$ cat config.mk
export PLATFORM = sky130hd
export DESIGN_NAME = rng_range_flat
export DESIGN_NICKNAME = d
export VERILOG_FILES = /design/src/rtl/rng_range_pkg.sv /design/src/rtl/rng_range_if.sv /design/src/rtl/rng_range_rem_iter.sv /design/src/rtl/rng_range.sv /design/src/flat_wrapper.sv
export SDC_FILE = /design/constraint.sdc
export NUM_CORES = 2
export LEC_CHECK = 0
export CORE_AREA = 2 2 268 164
export CTS_CLUSTER_SIZE = 10
export DETAILED_ROUTE_END_ITERATION = 10
export DIE_AREA = 0 0 270 166
export GPL_TIMING_DRIVEN = 0
export HOLD_SLACK_MARGIN = 0.12
export MAX_ROUTING_LAYER = met4
export PLACE_DENSITY = 0.83
export REMOVE_ABC_BUFFERS = 1
export SLEW_MARGIN = 20
export SYNTH_ARGS = -nofsm -noshare
export SYNTH_HDL_FRONTEND = slang
export SYNTH_SLANG_ARGS = --single-unit
$ cat constraint.sdc
create_clock -name clk -period 7.6 [get_ports clk]
set_input_delay 1.14 -clock clk [delete_from_list [all_inputs] [get_ports clk]]
set_output_delay 1.14 -clock clk [all_outputs]
set_load 0.1 [all_outputs]
$ cat src/rtl/rng_range_pkg.sv
// Shared widths, FSM state type and the restoring-division step for rng_range.
package rng_pkg;
  localparam int RNG_W   = 32;
  localparam int BOUND_W = 16;

  typedef enum logic [1:0] {IDLE, THRESH, DRAW, DONE} rr_state_t;
  typedef logic [BOUND_W-1:0] thr_t;

  // One restoring step: shift in the next dividend bit, subtract when it fits.
  // r < d on entry, so the partial remainder never exceeds 2d-1 and the
  // result always fits back into 16 bits.
  function automatic logic [15:0] rem_step(input logic [15:0] r,
                                           input logic        b,
                                           input logic [15:0] d);
    logic [16:0] t;
    t = {r, b};
    if (t >= {1'b0, d}) t = t - {1'b0, d};
    return t[15:0];
  endfunction
endpackage

$ cat src/rtl/rng_range_if.sv
// Request/response handshake between a bound requester and rng_range.
interface rng_range_if;
  import rng_pkg::*;

  logic               req_valid;
  logic               req_ready;
  logic [BOUND_W-1:0] req_bound;
  logic               resp_valid;
  logic               resp_ready;
  logic [BOUND_W-1:0] resp_value;

  modport master (output req_valid, req_bound, resp_ready,
                  input  req_ready, resp_valid, resp_value);
  modport slave  (input  req_valid, req_bound, resp_ready,
                  output req_ready, resp_valid, resp_value);
endinterface

$ cat src/rtl/rng_range_rem_iter.sv
// Iterative restoring remainder: 32-bit dividend mod 16-bit divisor.
// The first quotient bit is resolved on the start edge, so the remainder is
// final 32 cycles after start and done pulses in that cycle.
module rem_iter
  import rng_pkg::*;
(
  input  logic        clk,
  input  logic        reset,
  input  logic        start,
  input  logic [31:0] dividend,
  input  logic [15:0] divisor,
  output logic        busy,
  output logic        done,
  output logic [15:0] rem
);
  logic [31:0] dvd_q;
  logic [15:0] dsr_q;
  logic [15:0] rem_q;
  logic [4:0]  cnt_q;
  logic        busy_q;
  logic        done_q;

  // Load and take step 1 on start, then one step per cycle until step 32.
  always_ff @(posedge clk) begin
    if (reset) begin
      dvd_q  <= '0;
      dsr_q  <= '0;
      rem_q  <= '0;
      cnt_q  <= '0;
      busy_q <= 1'b0;
      done_q <= 1'b0;
    end else begin
      done_q <= 1'b0;
      if (start && !busy_q) begin
        rem_q  <= rem_step(16'd0, dividend[31], divisor);
        dvd_q  <= {dividend[30:0], 1'b0};
        dsr_q  <= divisor;
        cnt_q  <= 5'd1;
        busy_q <= 1'b1;
      end else if (busy_q) begin
        rem_q <= rem_step(rem_q, dvd_q[31], dsr_q);
        dvd_q <= {dvd_q[30:0], 1'b0};
        cnt_q <= cnt_q + 5'd1;
        if (cnt_q == 5'd31) begin
          busy_q <= 1'b0;
          done_q <= 1'b1;
        end
      end
    end
  end

  assign busy = busy_q;
  assign done = done_q;
  assign rem  = rem_q;
endmodule

$ cat src/rtl/rng_range.sv
// Unbiased bounded integers from the PRNG stream (Lemire multiply-and-reject).
// The rejection threshold (2^32 mod N) is computed once per bound and cached.
module rng_range
  import rng_pkg::*;
(
  input  logic             clk,
  input  logic             reset,
  input  logic [RNG_W-1:0] rng,
  rng_range_if.slave       bus,
  output logic [15:0]      reject_cnt
);
  rr_state_t                state_q;
  logic [BOUND_W-1:0]       n_q;
  logic [BOUND_W-1:0]       cached_n_q;
  logic [BOUND_W-1:0]       resp_value_q;
  thr_t                     thr_q;
  logic                     cache_vld_q;
  logic                     req_ready_q;
  logic                     resp_valid_q;
  logic [15:0]              rej_q;

  logic                     req_fire_d;
  logic                     hit_d;
  logic                     div_start_d;
  logic [RNG_W-1:0]         dividend_d;
  logic                     div_busy;
  logic                     div_done;
  logic [15:0]              div_rem;
  logic [RNG_W+BOUND_W-1:0] m_d;
  logic                     accept_d;
  logic [BOUND_W-1:0]       value_d;

  // N==0 needs no threshold; otherwise a matching cached bound skips THRESH.
  assign req_fire_d  = (state_q == IDLE) && bus.req_valid && !div_busy;
  assign hit_d       = (bus.req_bound == '0) ||
                       (cache_vld_q && (bus.req_bound == cached_n_q));
  assign div_start_d = req_fire_d && !hit_d;
  // 2^32 - N, expressed in 32 bits; its remainder mod N equals 2^32 mod N.
  assign dividend_d  = ~{{(RNG_W-BOUND_W){1'b0}}, bus.req_bound} + 32'd1;

  rem_iter u_rem (
    .clk      (clk),
    .reset    (reset),
    .start    (div_start_d),
    .dividend (dividend_d),
    .divisor  (bus.req_bound),
    .busy     (div_busy),
    .done     (div_done),
    .rem      (div_rem)
  );

  // Single-cycle 32x16 product; low word vs threshold decides acceptance.
  assign m_d      = {{BOUND_W{1'b0}}, rng} * {{RNG_W{1'b0}}, n_q};
  assign accept_d = (n_q == '0) ||
                    (m_d[RNG_W-1:0] >= {{(RNG_W-BOUND_W){1'b0}}, thr_q});
  assign value_d  = (n_q == '0) ? rng[BOUND_W-1:0]
                                : m_d[RNG_W+BOUND_W-1:RNG_W];

  // Control FSM with registered handshake outputs, cache and reject counter.
  always_ff @(posedge clk) begin
    if (reset) begin
      state_q      <= IDLE;
      n_q          <= '0;
      cached_n_q   <= '0;
      thr_q        <= '0;
      cache_vld_q  <= 1'b0;
      req_ready_q  <= 1'b1;
      resp_valid_q <= 1'b0;
      resp_value_q <= '0;
      rej_q        <= '0;
    end else begin
      case (state_q)
        IDLE: if (req_fire_d) begin
          n_q         <= bus.req_bound;
          req_ready_q <= 1'b0;
          state_q     <= hit_d ? DRAW : THRESH;
        end
        THRESH: if (div_done) begin
          thr_q       <= div_rem;
          cached_n_q  <= n_q;
          cache_vld_q <= 1'b1;
          state_q     <= DRAW;
        end
        DRAW: begin
          if (accept_d) begin
            resp_value_q <= value_d;
            resp_valid_q <= 1'b1;
            state_q      <= DONE;
          end else if (rej_q != 16'hFFFF) begin
            rej_q <= rej_q + 16'd1;
          end
        end
        DONE: if (bus.resp_ready) begin
          resp_valid_q <= 1'b0;
          req_ready_q  <= 1'b1;
          state_q      <= IDLE;
        end
        default: state_q <= IDLE;
      endcase
    end
  end

  assign bus.req_ready  = req_ready_q;
  assign bus.resp_valid = resp_valid_q;
  assign bus.resp_value = resp_value_q;
  assign reject_cnt     = rej_q;
endmodule

$ cat src/flat_wrapper.sv
// flat-port wrapper written by rule: the top's interface ports become plain ports
module rng_range_flat import rng_pkg::*;
  (clk, reset, rng, reject_cnt, bus_req_valid, bus_req_bound, bus_resp_ready, bus_req_ready, bus_resp_valid, bus_resp_value);
  rng_range_if bus_i ();
  input  logic clk;
  input  logic reset;
  input  logic [RNG_W-1:0] rng;
  output logic [15:0] reject_cnt;
  input wire logic [$bits(bus_i.req_valid)-1:0] bus_req_valid;
  input wire logic [$bits(bus_i.req_bound)-1:0] bus_req_bound;
  input wire logic [$bits(bus_i.resp_ready)-1:0] bus_resp_ready;
  output wire logic [$bits(bus_i.req_ready)-1:0] bus_req_ready;
  output wire logic [$bits(bus_i.resp_valid)-1:0] bus_resp_valid;
  output wire logic [$bits(bus_i.resp_value)-1:0] bus_resp_value;
  assign bus_i.req_valid = bus_req_valid;
  assign bus_i.req_bound = bus_req_bound;
  assign bus_i.resp_ready = bus_resp_ready;
  assign bus_req_ready = bus_i.req_ready;
  assign bus_resp_valid = bus_i.resp_valid;
  assign bus_resp_value = bus_i.resp_value;
  rng_range u_core (.clk(clk), .reset(reset), .rng(rng), .bus(bus_i), .reject_cnt(reject_cnt));
endmodule
==> summary.txt <==
outcome -> finished with violations
failing checks -> negative setup slack
ys flop type -> dfxtp_1
Initial Util -> 0.5718
dpl ws -> -3.050 ns
CP arrival -> 8.19 ns
Worst EP required -> 7.88 ns
IO Count -> 86
Hold Worst Slack -> 0.4543 ns
WS Path Type -> in -> reg
CTS H-tree lvls -> 4
pin count of the biggest net entering global routing -> 102
max_cap viols -> 0
RSZ-0062 raised after global routing -> true
Post-synth EDFFs -> 0
CTS clk-pin slew, worst paths -> 0.06 ns
CP most frequent cell -> fa_1
f_max -> 0.1264 GHz
layout cells sized above 1 -> 0.08663
Max VDD drop -> 0.4220 mV
worst slew pin tran -> 1.088 ns
fraction of registers with async set/reset -> 0
Slew HR -> 0.2725
synthesis-stage register bit count -> 155
# DRC -> 0
vias in the first global route -> 21476
Clock Tree Root -> clkbuf_16
Final WS setup -> -0.3105 ns
Worst Hold Class -> reg -> reg
P&R area growth vs syn -> 11.51%
Routed WL per cell -> 19.18 um
Nets -> 3555
Clock Sinks -> 155
hold_buf cts -> 0
Mapped Cells -> 2932
fillcell total -> 3434
Initial DRT Pass Iterations -> 7
crit start category -> input port
commonest cells after routing, fill and taps aside -> nand2_1 (556), inv_1 (503), fa_1 (414)
Non-Filler Instances -> 3515
CTS Buf Count -> 17
GRT overflow -> 0
Critical Path Sink Type -> flop
GRT Util Overall -> 0.3169
Pwr per Cell Area -> 433.2 nW/um^2
slowest cell on the critical path -> fa_1
DP HPWL -> 49.91 mm
Tot Pwr -> 11770 uW
Slew Limit Fails -> 0
Die H -> 166 um
CTS tree -> yes
synthesized area -> 24360 um^2
std cell rows -> 59
antenna violations before repair -> 3
worst reg2reg setup slack -> -0.16 ns
final hold vios -> 0
Pleak -> 0.01202 uW
slowest stage delay, CP -> 0.56 ns
Port Buffers -> 85
fin crit period -> 7.911 ns
CP max FO -> 6
Routed Antenna Nets -> 0
vias post-DR -> 20455
Final GP Congestion -> 0.9351
CTS Buffer Depth -> 2
placed cells -> 3436
Distinct cells, synth -> 84
die width -> 270 um
Ys Warns -> 0
Avg Inst Size Synth -> 8.307 um^2
global-route wire length before repair -> 111.0 mm
most common cell after layout, fill and taps aside -> nand2_1
initial drt markers -> 2087
core area -> 42590 um^2
final core occ -> 0.6376
Routed WL -> 67.43 mm
vias per inst -> 5.819
Max Clock Skew -> 0.01307 ns
post-synthesis sequential area ratio -> 0.1274
Period Utilization, post-route -> 1.041
die area -> 44820 um^2
Clk Latency, worst-skew pair -> 0.43 ns
final setup fails -> 35
[cell usage after synthesis, types with 11 or more instances]
library cell / n / share of area
nor2b_1: 15 / 0.0039
clkbuf_1: 164 / 0.025
dfxtp_1: 155 / 0.13
nand2_1: 562 / 0.087
nand4_1: 20 / 0.0051
a211oi_1: 15 / 0.0046
mux2i_1: 34 / 0.014
or3_1: 11 / 0.0028
a31oi_1: 14 / 0.0036
and3_1: 13 / 0.0033
fa_1: 419 / 0.34
and2_1: 183 / 0.047
a21oi_1: 157 / 0.032
nand3_1: 19 / 0.0039
nand2b_1: 16 / 0.0041
o21ai_0: 51 / 0.010
inv_1: 515 / 0.079
a21o_1: 31 / 0.0096
xnor2_1: 51 / 0.018
o211a_1: 12 / 0.0049
ha_1: 164 / 0.084
nor2_1: 98 / 0.015
nor3_1: 30 / 0.0062
xor2_1: 28 / 0.010
[metrics by stage]
| stage | TNS, ns | instance area, um^2 |
|---|---|---|
| final | -6.140 | 27160 |
| after global routing | -12.49 | 27150 |
| after CTS | -4.375 | 26870 |
| after detailed placement | -94.47 | 25560 |
| after floorplan | -19.77 | 23700 |
| after global placement | -103.94 | 25280 |
[cells by family (layout without fill, tap and decap cells)]
logic type	after synthesis	after routing	share of synthesized area
compound gates	391	391	0.1053
fa+ha+maj	583	583	0.4286
flops	155	155	0.1274
mux	37	37	0.01536
other cells	0	4	0
simple gates	999	999	0.1885
buf+inv	688	688	0.1063
xor+xnor	79	79	0.02841
[registers in the layout (all words and copies together) (netlist names), 2 cells and up]
name / count
u_core.thr_q: 16
u_core.u_rem.dsr_q: 16
u_core.u_rem.dvd_q: 31
u_core.u_rem.rem: 16
u_core.n_q: 16
u_core.bus.resp_value: 16
u_core.cached_n_q: 16
u_core.u_rem.cnt_q: 5
u_core.state_q: 2
u_core.reject_cnt: 16
[power by group]
group	internal [uW]	switching [uW]	leakage (uW)
clock network	484	349	0.000261
logic	3910	5790	0.0105
registers	974	259	0.00127
[layout make-up]
cell class	count	area, um^2	share of cell area
Sequential cell	155	3142	0.1157
Clock buffer	18	429.2	0.01580
Tap cell	579	724.4	0.02667
Inverter	516	1937	0.07131
Multi-Input combinational cell	2089	19170	0.7059
Clock inverter	13	145.1	0.005344
Antenna cell	4	10.01	0.0003685
Timing Repair Buffer	141	1600	0.05892
[metal layers]
metal,up-vias,global-route usage,part of all wire
met5,-,-,0
met4,0,0.1002,0.027
met3,155,0.06319,0.11
met2,1147,0.4680,0.44
met1,10086,0.4406,0.42
li1,9067,-,-
[worst max-delay path, delay by kind of cell]
family,cells,cell delay [ns]
buffers and inverters,8,0.77
xor gates and xnor gates,1,0.16
AOI/OAI and AO/OA,10,1.82
adders and majority gates,8,3.68
and+or+nand+nor,5,0.60
[final timing paths]
path	from	to	depth (start not counted)
min	u_core.thr_q[9]	u_core.thr_q[9]	2
max	rng[7]	u_core.bus.resp_value[15]	32
max reg2reg	u_core.n_q[1]	u_core.bus.resp_value[15]	31
min reg2reg	u_core.thr_q[9]	u_core.thr_q[9]	2
[repair_timing]
| item | CTS | global route |
|---|---|---|
| pin swaps | 68 | 48 |
| gates resized for setup | 293 | 57 |
| cloned | 3 | 0 |
| endpoints found under the setup margin | 35 | 35 |
| buffers inserted | 33 | 11 |
No activity file was read; power rests on OpenSTA's default activity.
